==> src/rtl/earom_ctrl.sv <==
// rtl/earom_ctrl.sv - EAROM emulation: timed write/erase, registered reads, edge-detected strobe
// Optional host save/load port and dirty flag enabled by defining EAROM_HOST_PORT_EN.
module earom_ctrl #(
  parameter int DW = 8,
  parameter int AW = 6,
  parameter int WRITE_CYC = 16,
  parameter int ERASE_CYC = 16,
  parameter logic [DW-1:0] ERASED_VAL = '0
) (
  input  logic          clk,
  input  logic          reset_n,
  input  logic [AW-1:0] addr,
  input  logic [DW-1:0] din,
  output logic [DW-1:0] dout,
  input  logic          cs,
  input  logic          c1,
  input  logic          c2,
  input  logic          strobe,
  output logic          busy
`ifdef EAROM_HOST_PORT_EN
  ,
  input  logic [AW-1:0] host_addr,
  input  logic [DW-1:0] host_din,
  input  logic          host_we,
  output logic [DW-1:0] host_dout,
  output logic          dirty,
  input  logic          dirty_clr
`endif
);

  localparam int MAXC = (WRITE_CYC > ERASE_CYC) ? WRITE_CYC : ERASE_CYC;
  localparam int CW = $clog2(MAXC) + 1;
  localparam logic [CW-1:0] WLOAD = CW'(WRITE_CYC - 1);
  localparam logic [CW-1:0] ELOAD = CW'(ERASE_CYC - 1);

  typedef enum logic [1:0] {IDLE, WRITE, ERASE} state_t;

  state_t        state_q, state_d;
  logic [CW-1:0] cnt_q, cnt_d;
  logic [AW-1:0] addr_q, addr_d;
  logic [DW-1:0] data_q, data_d;
  logic [DW-1:0] dout_q;
  logic          strobe_q;
  logic          accept;
  logic          rd_en;
  logic          commit;
  logic [DW-1:0] commit_data;
  logic [1:0]    mode;

  logic [DW-1:0] mem [0:(1<<AW)-1];

  assign mode        = {c1, c2};
  assign accept      = strobe & ~strobe_q & cs & (state_q == IDLE);
  assign busy        = (state_q != IDLE);
  assign dout        = dout_q;
  assign commit_data = (state_q == ERASE) ? ERASED_VAL : data_q;

  // Next-state: launch a command on an accepted edge, count down the busy window, commit at zero
  always_comb begin
    state_d = state_q;
    cnt_d   = cnt_q;
    addr_d  = addr_q;
    data_d  = data_q;
    rd_en   = 1'b0;
    commit  = 1'b0;
    case (state_q)
      IDLE: begin
        if (accept) begin
          addr_d = addr;
          data_d = din;
          case (mode)
            2'b00: begin
              state_d = WRITE;
              cnt_d   = WLOAD;
            end
            2'b01: begin
              state_d = ERASE;
              cnt_d   = ELOAD;
            end
            2'b10:   rd_en = 1'b1;
            default: ;
          endcase
        end
      end
      WRITE, ERASE: begin
        if (cnt_q == '0) begin
          commit  = 1'b1;
          state_d = IDLE;
        end else begin
          cnt_d = cnt_q - CW'(1);
        end
      end
      default: state_d = IDLE;
    endcase
  end

  // Control registers, strobe history and registered read data
  always_ff @(posedge clk or negedge reset_n) begin
    if (!reset_n) begin
      state_q  <= IDLE;
      cnt_q    <= '0;
      addr_q   <= '0;
      data_q   <= '0;
      strobe_q <= 1'b0;
      dout_q   <= '0;
    end else begin
      state_q  <= state_d;
      cnt_q    <= cnt_d;
      addr_q   <= addr_d;
      data_q   <= data_d;
      strobe_q <= strobe;
      if (rd_en) dout_q <= mem[addr];
    end
  end

  // Storage array, never reset; a CPU commit is written last so it wins an address collision
  always_ff @(posedge clk) begin
`ifdef EAROM_HOST_PORT_EN
    if (host_we) mem[host_addr] <= host_din;
`endif
    if (commit) mem[addr_q] <= commit_data;
  end

`ifdef EAROM_HOST_PORT_EN
  logic [DW-1:0] host_dout_q;
  logic          dirty_q;

  assign host_dout = host_dout_q;
  assign dirty     = dirty_q;

  // Host read-back every cycle; dirty set by a commit takes priority over a clear
  always_ff @(posedge clk or negedge reset_n) begin
    if (!reset_n) begin
      host_dout_q <= '0;
      dirty_q     <= 1'b0;
    end else begin
      host_dout_q <= mem[host_addr];
      if (commit) dirty_q <= 1'b1;
      else if (dirty_clr) dirty_q <= 1'b0;
    end
  end
`endif

endmodule

==> config.mk <==
export PLATFORM = sky130hd
export DESIGN_NAME = earom_ctrl
export DESIGN_NICKNAME = d
export VERILOG_FILES = /design/src/rtl/earom_ctrl.sv
export SDC_FILE = /design/constraint.sdc
export NUM_CORES = 1
export LEC_CHECK = 0
export CORE_MARGIN = 2
export CORE_UTILIZATION = 40
export DETAILED_ROUTE_END_ITERATION = 6
export GPL_ROUTABILITY_DRIVEN = 0
export PLACE_DENSITY_LB_ADDON = 0.12
export SYNTH_ARGS = -nofsm -noshare
export SYNTH_HDL_FRONTEND = slang
export SYNTH_SLANG_ARGS = --single-unit
==> constraint.sdc <==
create_clock -name clk -period 6.3 [get_ports clk]
set_input_delay 0.63 -clock clk [delete_from_list [all_inputs] [get_ports clk]]
set_output_delay 0.63 -clock clk [all_outputs]
set_load 0.02 [all_outputs]
==> out/qor.yml, run 1 <==
outcome:
  status: "complete, no violations"
global_route:
  grt_remaining_overflow: 0
  grt_first_pass_wirelength_um: 77700
  grt_usage_pct: 19.3
  grt_max_degree: 93
  grt_antenna_before_repair: 2
  grt_pass1_vias: 11100
critical_path:
  required_ns: 6.52
  worst-path-buf-inv: 1
  slowest_delay_ns: 0.99
  r2r_slack_ns: 2.66
  endpoint_kind: "flop"
  arrival_ns: 3.86
  cp_slowest_cell: "nor2_1"
  critPathMostFrequentCell: "nor2_1"
  cp_cell_sequence: "inv_1, ha_1, nor4b_1, nand2_1, nor2_1, nand3b_1, nor2_1"
  critPathKind: "flop to flop"
  path_max_fanout: 8
  cp_top_family: "simple AND/OR/NAND/NOR gates"
  critPathLaunchType: "flop"
logic_synthesis:
  synth_compound_area_share_pct: 5.41
  synth_top_family_by_area: "multiplexers"
  synth_cell_types: 39
  postSynthCellCount: 1233
  synth_area_um2: 21500
  ys_warn_count: 0
  synth_top_area_share_pct: 71.4
  yosysSeqAreaShare_pct: 74.9
  syn_nets: 1256
  synthMuxAreaShare_pct: 13.4
  synthAdderAreaFrac_pct: 0.174
  synthTopCellsByArea: "edfxtp_1, mux2i_1, dfrtp_1, a22oi_1, mux4_2"
  synthSimpleGateAreaFrac_pct: 3.74
  async_reset_ff_share_pct: 5.54
  synth-edff-count: 512
  avgSynthCellArea_um2: 17.5
  synth_ff_type: "edfxtp_1"
  synth.most_common_cell: "edfxtp_1"
  ys_ff_latch: 542
  synth_common_cells: "edfxtp_1, mux2i_1, a22oi_1"
  synth_xor_area_share_pct: 0.122
  synth_top_cell_by_area: "edfxtp_1"
routing:
  highest_layer: "met5"
  vias_per_cell: 5.47
  dr_total_vias: 11000
  firstDrtPassIters: 5
  wl_met2_um: 23600
  remaining_drc_errors: 0
  ant_nets: 0
  wl_met1_um: 25200
  dr_wl_met3_um: 2920
  routedWlPerCell_um: 26.5
  wirelength_um: 53300
  drtIter0Drc: 1152
clock_network:
  cts_sinks: 542
  tritoncts: "done"
  clk_latency_ns: 0.63
  cts_root_buf: "clkbuf_16"
  hold_buffers: 0
  clk_pin_slew_ns: 0.06
  post_cts_buffers: 0
  htree_num_levels: 2
  cts_buffers: 57
  cts_resized: 0
  cts_buffer_depth: 3
job:
  drv_cap: 0
placed_design:
  hpwl_um: 33400
  portBuffers: 28
power:
  power_density_nw_per_um2: 385
  total_power_uw: 9300
  ir_drop_uv: 482
  power.leakage_uw: 0.00820
sta:
  worst_pin_slew_ns: 1.09
  rsz0062_at_grt: "no"
  clock_skew_ns: 0.0284
  fin_crit_ns: 3.64
  setup_viol: 0
  maxSlewHeadroom_pct: 27.2
  fin_setup_tns_ns: 0
  drv_slew: 0
  hold_viol_final: 0
  post-route-period-util_pct: 57.8
  fmax_ghz: 0.274
floorplan:
  io_pins: 29
  dieArea_um2: 55700
  num_rows: 85
  die_w_um: 236
  die_h_um: 236
  coreArea_um2: 53500
  start_util_pct: 40.2
layout:
  postLayoutCoreUtil_pct: 45.1
  fin_nets: 1295
  area_delta_synth_final_pct: 12.2
  layout-drive-gt1-share_pct: 11.2
  diodes: 0
min_path:
  min_path_type: "input port to asynchronous set/reset pin"
worst register-to-register path: cells and delay by family (launching register included):
kind          cells  cell delay [ns]
simple gates      5             2.59
fa+ha+maj         1             0.16
buf+inv           1             0.07
flops             1             0.41
state kept, by name, indices dropped and copies added, names as in the netlist:
register and flops:
mem 512, data_q 8, dout 8, addr_q 6, cnt_q 5, state_q 2, strobe_q 1
layout make-up:
cell class,instances,area [um^2]
fill,4642,29300
clock inverter,30,181
sequential,542,16100
multi-input combinational,614,5000
clock buffer,73,1490
inverter,9,33.8
tap,696,871
timing repair buffer,48,448
path summary, 6_finish.rpt:
path,start,endpoint,cells after the start
max in group asynchronous,reset_n,dout[5],2
min,reset_n,data_q[1],2
min in group clk,data_q[1],data_q[1],1
min reg2reg,data_q[1],data_q[1],1
max,cnt_q[0],mem[44][6],7
max reg2reg,cnt_q[0],mem[44][6],7
metrics by stage:
stage | setup slack [ns] | hold WS [ns] | cell area [um^2] | cells
4_1_cts | 2.50 | 0.397 | 24100 | 2012
3_3_place_gp | 2.55 | 0.490 | 22500 | 1909
3_5_place_dp | 2.54 | 0.498 | 22500 | 1909
5_1_grt | 2.27 | 0.445 | 24100 | 2012
6_report | 2.66 | 0.407 | 24100 | 2012
2_1_floorplan | 3.54 | 0.334 | 21500 | 1233
power by group:
part           total, uW  internal, uW  switching, uW
registers           4780          4660            122
clock network       3050          1700           1350
logic               1470           347           1120
per-layer routing:
metal	up-vias	track usage, %
met5	-	0
met4	2	6.50
met3	88	3.53
met2	318	28.7
met1	5643	28.5
li1	4962	-
kinds of logic (layout without fill, tap and decap cells):
kind of cell               after synthesis  after routing
AOI/OAI and AO/OA                      177            177
xor gates and xnor gates                 3              3
adders and majority gates                3              3
buffers and inverters                   77            160
DFF                                    542            542
muxes                                  254            254
and+or+nand+nor                        177            177
cells in the final DEF (no fill, tap or decap), types with 8 or more instances in the layout:
cell / synthesis / routed
o22ai_1: 8 / 8
edfxtp_1: 512 / 512
nand2_1: 43 / 43
clkdlybuf4s50_1: 0 / 27
a22oi_1: 96 / 96
a21oi_1: 34 / 34
mux2i_1: 208 / 208
clkbuf_1: 20 / 16
o211ai_1: 8 / 8
nor4_1: 10 / 10
buf_4: 14 / 19
dfrtp_1: 30 / 30
nor2b_4: 0 / 10
o21ai_1: 8 / 8
clkinv_2: 0 / 10
nand3_1: 12 / 12
clkinv_1: 0 / 16
clkbuf_16: 0 / 57
o21ai_0: 20 / 20
mux4_2: 20 / 20
nor2_1: 79 / 78
inv_1: 9 / 9
mux2_2: 22 / 22
Power figures use the tool's default switching activity.
==> run 2, diff against run 1 <==
==> constraint.sdc (replaced) <==
create_clock -name clk -period 3 [get_ports clk]
set_input_delay 0.3 -clock clk [delete_from_list [all_inputs] [get_ports clk]]
set_output_delay 0.3 -clock clk [all_outputs]
set_load 0.02 [all_outputs]
==> run 2 against run 1 <==
Effect of this change: via count up 1.9%; combinational power up 120%; power up 110%; global-route usage down 0.12 points; maximum frequency up 42%; sequential share of layout area down 2.4 points; wire length down 0.58%; cell count up 4.5%; critical path type unchanged; largest power group unchanged.
==> out/qor.yml, run 2 (synthesis results as in run 1) <==
floorplan:
  dieArea_um2: 55700  # unchanged
  io_pins: 29  # unchanged
  die_w_um: 236  # unchanged
  die_h_um: 236  # unchanged
  coreArea_um2: 53500  # unchanged
  start_util_pct: 40.2  # unchanged
  num_rows: 85  # unchanged
global_route:
  grt_pass1_vias: 11300  # was 11,100
  grt_first_pass_wirelength_um: 77500  # was 77,700 um
  grt_remaining_overflow: 0  # unchanged
  grt_max_degree: 65  # was 93
  grt_antenna_before_repair: 1  # was 2
  grt_usage_pct: 19.1  # was 19.3%
layout:
  top_register: "mem"  # unchanged
  largest_reg_flops: 512  # unchanged
  fin_nets: 1385  # was 1,295
  final_cells: 2102  # was 2,012
  nFillCells: 4592  # was 4,642
  area_delta_synth_final_pct: 16.4  # was 12.2%
  diodes: 0  # unchanged
  final_cell_mix: "edfxtp_1, mux2i_1, a22oi_1, buf_4, nor2_1"  # was edfxtp_1, mux2i_1, a22oi_1
  regArea_um2: 16100  # unchanged
  multiInputGateArea_um2: 5000  # unchanged
  layout_commonest_cell: "edfxtp_1"  # unchanged
  layout-drive-gt1-share_pct: 17.1  # was 11.2%
min_path:
  min_path_type: "input port to asynchronous set/reset pin"  # unchanged
clock_network:
  hold_buffers: 0  # unchanged
  cts_buffers: 56  # was 57
  cts_root_buf: "clkbuf_16"  # unchanged
  cts_resized: 0  # unchanged
  post_cts_buffers: 0  # unchanged
  clk_latency_ns: 0.61  # was 0.63 ns
  cts_sinks: 542  # unchanged
  tritoncts: "done"  # unchanged
  clk_pin_slew_ns: 0.06  # about the same
  cts_buffer_depth: 3  # unchanged
  htree_num_levels: 2  # unchanged
routing:
  ant_nets: 0  # unchanged
  vias_per_cell: 5.34  # was 5.47
  wirelength_um: 52900  # was 53,300 um
  dr_total_vias: 11200  # was 11,000
  routedWlPerCell_um: 25.2  # was 26.5 um
  firstDrtPassIters: 5  # unchanged
  remaining_drc_errors: 0  # unchanged
  drtIter0Drc: 997  # was 1,152
critical_path:
  r2r-start: "cnt_q[0]"  # unchanged
  critPathLaunchType: "flop"  # unchanged
  endpoint_kind: "flop"  # unchanged
  critPathKind: "flop to flop"  # unchanged
  reg2reg_depth: 9  # was 7
  arrival_ns: 2.86  # was 3.86 ns
  r2r_slack_ns: 0.44  # was 2.66 ns
  path_max_fanout: 8  # unchanged
  r2r-end: "mem[16][1]"  # was mem[44][6]
  required_ns: 3.30  # was 6.52 ns
power:
  total_power_uw: 19900  # was 9300 uW
  power_density_nw_per_um2: 795  # was 385 nW/um^2
  power.leakage_uw: 0.00877  # was 0.00820 uW
  ir_drop_uv: 1330  # was 482 uV
placed_design:
  hpwl_um: 33100  # was 33,400 um
  placed_cells: 2000  # was 1,909
  portBuffers: 28  # unchanged
  place_ws_ns: 0.220  # was 2.54 ns
sta:
  fin_setup_tns_ns: 0  # unchanged
  fin_crit_ns: 2.56  # was 3.64 ns
  worst_pin_slew_ns: 0.848  # was 1.09 ns
  worst_slack_ns: 0.441  # was 2.66 ns
  drv_slew: 0  # unchanged
  setup_viol: 0  # unchanged
  post-route-period-util_pct: 85.3  # was 57.8%
  rsz0062_at_grt: "no"  # unchanged
  maxSlewHeadroom_pct: 43.4  # was 27.2%
  hold_viol_final: 0  # unchanged
  clock_skew_ns: 0.0202  # was 0.0284 ns
  fmax_ghz: 0.391  # was 0.274 GHz
outcome:
  status: "complete, no violations"  # unchanged
job:
  drv_cap: 0  # unchanged
## run 2: changes by cell type in the layout (fill, tap and decap cells not counted)
cell	change
buf_4	+77
buf_12	+14
bufinv_16	+3
clkbuf_1	-3
clkinv_8	-2
clkinv_1	+1
clkinv_2	+1
inv_6	-1
## run 2: how the worst max path moves through the flow
| stage | from | to | slack (ns) | cells after the start |
|---|---|---|---|---|
| floorplan | state_q[0] | mem[0][0] | 0.24 | 3 |
| global placement | addr[1] | dout[6] | 0.33 | 6 |
| detailed placement | addr[1] | dout[0] | 0.22 | 6 |
| CTS | cnt_q[0] | mem[16][5] | 0.40 | 9 |
| global route | cnt_q[1] | mem[48][7] | 0.24 | 9 |
| finish | cnt_q[0] | mem[16][1] | 0.44 | 9 |
## run 2: area by class of cell
class	instances	share of cell area, %
well taps	696	3.48
clock buffers	70	5.89
multi-input cells	614	20.0
repair buffers	139	5.21
flip-flops and latches	542	64.4
inverters	9	0.135
clock inverters	32	0.954
## run 2: metrics by stage
stage	utilization, %	area [um^2]	hold slack [ns]
finish	46.8	25100	0.0986
global route	46.8	25100	0.124
CTS	46.8	25100	0.0786
detailed placement	43.6	23300	0.494
global placement	43.6	23300	0.491
floorplan	-	21500	0.00441
## run 2: worst max-delay path: stages, from the launching register on
cell and delay, ns:
dfrtp_1 0.40, inv_1 0.07, ha_1 0.15, nor4b_1 0.30, buf_4 0.19, nand2_1 0.05
nor2_1 0.22, nand2_1 0.42, nor2_1 0.25, buf_4 0.21
## run 2: report_power, final
group / internal [uW] / switching [uW]
Sequential: 9770 / 248
Combinational: 874 / 2410
Clock: 3790 / 2820
Total: 14400 / 5480
## run 2: metal layers
metal  wire length (um)  track usage [%]
met1              24200             27.5
met2              24000             29.2
met3               3180             4.00
met4               1590             6.22
met5                  0                0
